===== src/rtl/sipo_feeder_if.sv =====
// Word-in / serial-out bundle between an upstream word source, the feeder and
// a downstream shift register.
interface sipo_feeder_if #(
  parameter int COLS = 16
);
  logic            in_valid;
  logic [COLS-1:0] in_data;
  logic            in_ready;
  logic            serial_out;
  logic            shift_out;
  logic            load_out;
  logic            busy;
  logic            done;

  // The feeder itself.
  modport slave (
    input  in_valid, in_data,
    output in_ready, serial_out, shift_out, load_out, busy, done
  );

  // The word source and downstream observer.
  modport master (
    output in_valid, in_data,
    input  in_ready, serial_out, shift_out, load_out, busy, done
  );
endinterface


===== src/rtl/sipo_feeder.sv =====
// Serializes COLS-bit words MSB first into a downstream shift register, then
// issues a one-cycle parallel-load strobe. A new word is taken during IDLE or LOAD.
module sipo_feeder #(
  parameter int COLS = 16
) (
  input  logic         clk,
  input  logic         arst_n,
  input  logic         clr,
  sipo_feeder_if.slave bus
);

  localparam int CW = $clog2(COLS);
  localparam logic [CW-1:0] CNT_LAST = CW'(COLS - 1);

  typedef enum logic [1:0] {
    ST_IDLE  = 2'd0,
    ST_SHIFT = 2'd1,
    ST_LOAD  = 2'd2
  } state_e;

  state_e          state_q, state_d;
  logic [CW-1:0]   cnt_q, cnt_d;
  logic [COLS-1:0] held_q, held_d;
  logic [CW-1:0]   bit_idx;
  logic            ready;
  logic            xfer;

  assign ready   = (state_q != ST_SHIFT);
  assign xfer    = bus.in_valid && ready && !clr;
  assign bit_idx = CNT_LAST - cnt_q;

  // NOTE: every variable written here gets a default first, so no path
  // leaves it unassigned and no latch is inferred.
  always_comb begin
    state_d = state_q;
    cnt_d   = cnt_q;
    held_d  = held_q;
    if (clr) begin
      state_d = ST_IDLE;
      cnt_d   = '0;
    end else begin
      case (state_q)
        ST_IDLE, ST_LOAD: begin
          if (xfer) begin
            held_d  = bus.in_data;
            cnt_d   = '0;
            state_d = ST_SHIFT;
          end else begin
            state_d = ST_IDLE;
          end
        end
        ST_SHIFT: begin
          if (cnt_q == CNT_LAST) begin
            cnt_d   = '0;
            state_d = ST_LOAD;
          end else begin
            cnt_d = cnt_q + CW'(1);
          end
        end
        default: begin
          state_d = ST_IDLE;
          cnt_d   = '0;
        end
      endcase
    end
  end

  // NOTE: state registers use non-blocking assignments so every flop samples
  // the pre-edge values, independent of statement order.
  // NOTE: the holding register is a plain register, not a memory array, so it
  // is cheap to reset and its reset value keeps serial_out defined.
  always_ff @(posedge clk or negedge arst_n) begin
    if (!arst_n) begin
      state_q <= ST_IDLE;
      cnt_q   <= '0;
      held_q  <= '0;
    end else begin
      state_q <= state_d;
      cnt_q   <= cnt_d;
      held_q  <= held_d;
    end
  end

  // Outputs decode registered state only; in_data never reaches them directly.
  assign bus.in_ready   = ready;
  assign bus.shift_out  = (state_q == ST_SHIFT);
  assign bus.serial_out = (state_q == ST_SHIFT) && held_q[bit_idx];
  assign bus.load_out   = (state_q == ST_LOAD);
  assign bus.done       = (state_q == ST_LOAD);
  assign bus.busy       = (state_q == ST_SHIFT) || (state_q == ST_LOAD);

endmodule


===== src/flat_wrapper.sv =====
// flat-port wrapper written by rule: the top's interface ports become plain ports
module sipo_feeder_flat 
#(
  parameter int COLS = 16
)
  (clk, arst_n, clr, bus_in_valid, bus_in_data, bus_in_ready, bus_serial_out, bus_shift_out, bus_load_out, bus_busy, bus_done);
  sipo_feeder_if #(.COLS(COLS)) bus_i ();
  input  logic clk;
  input  logic arst_n;
  input  logic clr;
  input wire logic [$bits(bus_i.in_valid)-1:0] bus_in_valid;
  input wire logic [$bits(bus_i.in_data)-1:0] bus_in_data;
  output wire logic [$bits(bus_i.in_ready)-1:0] bus_in_ready;
  output wire logic [$bits(bus_i.serial_out)-1:0] bus_serial_out;
  output wire logic [$bits(bus_i.shift_out)-1:0] bus_shift_out;
  output wire logic [$bits(bus_i.load_out)-1:0] bus_load_out;
  output wire logic [$bits(bus_i.busy)-1:0] bus_busy;
  output wire logic [$bits(bus_i.done)-1:0] bus_done;
  assign bus_i.in_valid = bus_in_valid;
  assign bus_i.in_data = bus_in_data;
  assign bus_in_ready = bus_i.in_ready;
  assign bus_serial_out = bus_i.serial_out;
  assign bus_shift_out = bus_i.shift_out;
  assign bus_load_out = bus_i.load_out;
  assign bus_busy = bus_i.busy;
  assign bus_done = bus_i.done;
  sipo_feeder #(.COLS(COLS)) u_core (.clk(clk), .arst_n(arst_n), .clr(clr), .bus(bus_i));
endmodule

===== config.mk =====
export PLATFORM = sky130hd
export DESIGN_NAME = sipo_feeder_flat
export DESIGN_NICKNAME = d
export VERILOG_FILES = /design/src/rtl/sipo_feeder_if.sv /design/src/rtl/sipo_feeder.sv /design/src/flat_wrapper.sv
export SDC_FILE = /design/constraint.sdc
export NUM_CORES = 1
export LEC_CHECK = 0
export CAP_MARGIN = 0
export CORE_ASPECT_RATIO = 1.25
export CORE_MARGIN = 3
export CORE_UTILIZATION = 37
export DETAILED_ROUTE_END_ITERATION = 8
export DONT_BUFFER_PORTS = 1
export PLACE_DENSITY_LB_ADDON = 0.25
export SETUP_SLACK_MARGIN = 0.2
export SYNTH_ARGS = -nofsm -noshare
export SYNTH_HDL_FRONTEND = slang
export SYNTH_SLANG_ARGS = --single-unit

===== constraint.sdc =====
create_clock -name clk -period 3 [get_ports clk]
set_input_delay 0.6 -clock clk [delete_from_list [all_inputs] [get_ports clk]]
set_output_delay 0.6 -clock clk [all_outputs]
set_load 0.1 [all_outputs]

==> results_dict.tcl <==
set metrics [dict create \
    place_area_um2 1210 \
    power.leakage_uw 0.000506 \
    synth_fp_nets 116 \
    fin_setup_tns_ps 0 \
    synth-warning-count 0 \
    multi_input_comb_area_um2 553 \
    start_util_pct 40.3 \
    portBuffers 0 \
    setup_viol 0 \
    numClockSinks 22 \
    netlist.area_leader.share_pct 48.6 \
    p_per_area_nw_per_um2 597 \
    fin_area_um2 1280 \
    netlist_area_um2 1130 \
    ys_seq_elements 22 \
    io_pins 26 \
    hp-class "primary input to flip-flop" \
    nNetsFinal 121 \
    cp-start-kind "flip-flop" \
    worst-r2r-setup-slack_ps 920 \
    hold_viol 0 \
    syn_avg_cell_area_um2 12.5 \
    finalCritPeriodShare_pct 89.0 \
    maxSlewViolCount 0 \
    instances_no_fill 129 \
    core_area_um2 2810 \
    path_delay_family "flip-flops" \
    fin_util_pct 45.4 \
    synth-edff-count 0 \
    clock_latency_ps 300 \
    syn_inst 91 \
    cts_tree "built" \
    place_congestion 0.736 \
    regArea_um2 551 \
    drive_gt1_share_pct 33.7 \
    yosysUniqueCellTypes 24 \
    track_usage_pct 11.3 \
    via_per_inst 5.26 \
    crit_required_ps 2400 \
    critPathBufInv 1 \
    post_cts_buffers 0 \
    cp_data_arrival_time_ps 2070 \
    detail-route-antenna-nets 0 \
    dp_hpwl_um 1480 \
    rsz0062_at_grt "false" \
    cp_slowest_cell "dfrtp_1" \
    synthToLayoutAreaGrowth_pct 12.7 \
    synth_ff_type "dfrtp_1" \
    fin_worst_skew_ps 3.15 \
    cts_root_buf "clkbuf_4" \
    wl_um 1920 \
    path_cells "mux4_2 -> o2111ai_1 -> a21oi_4 -> buf_12" \
    end_kind "output pin" \
    die_h_um 67.9 \
    overflow 0 \
    antenna_found_initial 0 \
    insertedDiodeCount 0 \
    die_w_um 55.5 \
    crit_path_max_fanout 10 \
    ys_top_cells_by_area "dfrtp_1 (49%), mux2_2 (16%), ha_1 (5.5%), mux4_2 (4.0%), mux2i_1 (3.5%)" \
    p_total_uw 763 \
    yosysSeqAreaShare_pct 48.6 \
    grt_pass1_wl_um 3380 \
    fmax_mhz 374 \
    clk_pin_slew_worst_paths_ps 130 \
    dr.pass1.iters 4 \
    drv_cap 0 \
    grt_start_max_net_pins 23 \
    num_rows 21 \
    num_vias 678 \
    critPathKind "flip-flop to output pin" \
    async_flop_share_pct 100 \
    status "complete, no violations" \
    drt_iter0_drc 1 \
    dpl.cell_count 124 \
    cts_resized 0 \
    numCtsBuffers 3 \
    fillCellCount 274 \
    ir_drop_uv 356 \
    drc 0 \
    cts_max_path_buffers 2 \
    dieArea_um2 3770 \
    worst_pin_slew_ps 920 \
    yosys.area.top_type "dfrtp_1" \
    wl_per_cell_um 14.9 \
    slowest_delay_ps 630 \
    period_needed_ps 2670 \
    grt_pass1_vias 765 \
    cts_htree_levels 1 \
    timing.slew.headroom_pct 38.4 \
]
where the power goes:
| group | internal (µW) | switching, µW | total (µW) | leakage, µW |
|---|---|---|---|---|
| Clock | 135 | 91.2 | 226 | 0.0000279 |
| Sequential | 348 | 31.1 | 379 | 0.000271 |
| Combinational | 79.5 | 78.1 | 158 | 0.000207 |
| Total | 563 | 200 | 763 | 0.000506 |
flip-flops by register name (all words and copies together), names as in the netlist:
signal and flops:
u_core.held_q 16, u_core.state_q 2, u_core.cnt_q 4
cell usage in the layout (no fill, tap or decap), drive strengths merged:
master / count
o21bai: 1
nand3: 3
nand2: 5
bufinv: 1
or4b: 1
nand2b: 3
mux2: 16
or4: 1
o21ai: 4
dfrtp: 22
mux2i: 4
nor2: 2
nor3b: 1
dlygate4sd3: 1
nand3b: 2
a21oi: 4
o31ai: 1
inv: 5
buf: 4
clkinvlp: 1
ha: 5
nor2b: 1
nand4: 1
clkbuf: 3
mux4: 2
o2111ai: 1
cell type report:
cell class / count / area share [%]
Multi-Input combinational cell: 58 / 43.3
Sequential cell: 22 / 43.1
Timing Repair Buffer: 5 / 4.11
Tap cell: 34 / 3.33
Clock inverter: 1 / 2.35
Inverter: 6 / 2.06
Clock buffer: 3 / 1.76
kinds of logic (layout without fill, tap and decap cells):
group | after synthesis | count (layout) | synth area share (%)
AO/OA/AOI/OAI | 11 | 11 | 6.62
AND/OR/NAND/NOR | 20 | 20 | 10.9
buffers and inverters | 11 | 15 | 4.97
adder cells (fa/ha/maj) | 5 | 5 | 5.52
multiplexers | 22 | 22 | 23.4
flip-flops | 22 | 22 | 48.6
metrics by stage:
step	worst slack (ps)	hold slack, ps
finish	329	431
global route	237	419
CTS	297	422
detailed placement	643	305
global placement	691	305
floorplan	240	304
cells in the mapped netlist, drive strengths merged (3+ instances only):
cell type  instances
buf                3
nand2              5
o21ai              4
inv                6
a21oi              4
mux2i              4
ha                 5
nand3              3
dfrtp             22
mux2              16
nand2b             3
path summary, 6_finish.rpt:
check | start | to | cells after the start
setup / recovery | u_core.cnt_q[0]$_DFFE_PN0P_ | bus_serial_out | 4
hold / removal | bus_in_data[8] | u_core.held_q[8]$_DFFE_PN0P_ | 1
setup reg to reg | u_core.state_q[0]$_DFFE_PN0P_ | u_core.held_q[7]$_DFFE_PN0P_ | 5
hold reg to reg | u_core.held_q[8]$_DFFE_PN0P_ | u_core.held_q[8]$_DFFE_PN0P_ | 1
max in group asynchronous | arst_n | u_core.cnt_q[2]$_DFFE_PN0P_ | 1
min in group asynchronous | arst_n | u_core.held_q[8]$_DFFE_PN0P_ | 1
routing by layer:
metal	share of wire [%]	GRT usage (%)	up-vias
met3	4.5	1.89	2
met4	1.3	6.99	0
li1	-	-	327
met5	0	0	-
met1	43	13.4	331
met2	51	19.5	18
repair_timing:
item / CTS / global route
hold buffers: 1 / 0
endpoints found under the hold margin: 22 / 0
setup endpoints to repair: 0 / 0
No activity file was read; power rests on OpenSTA's default activity.
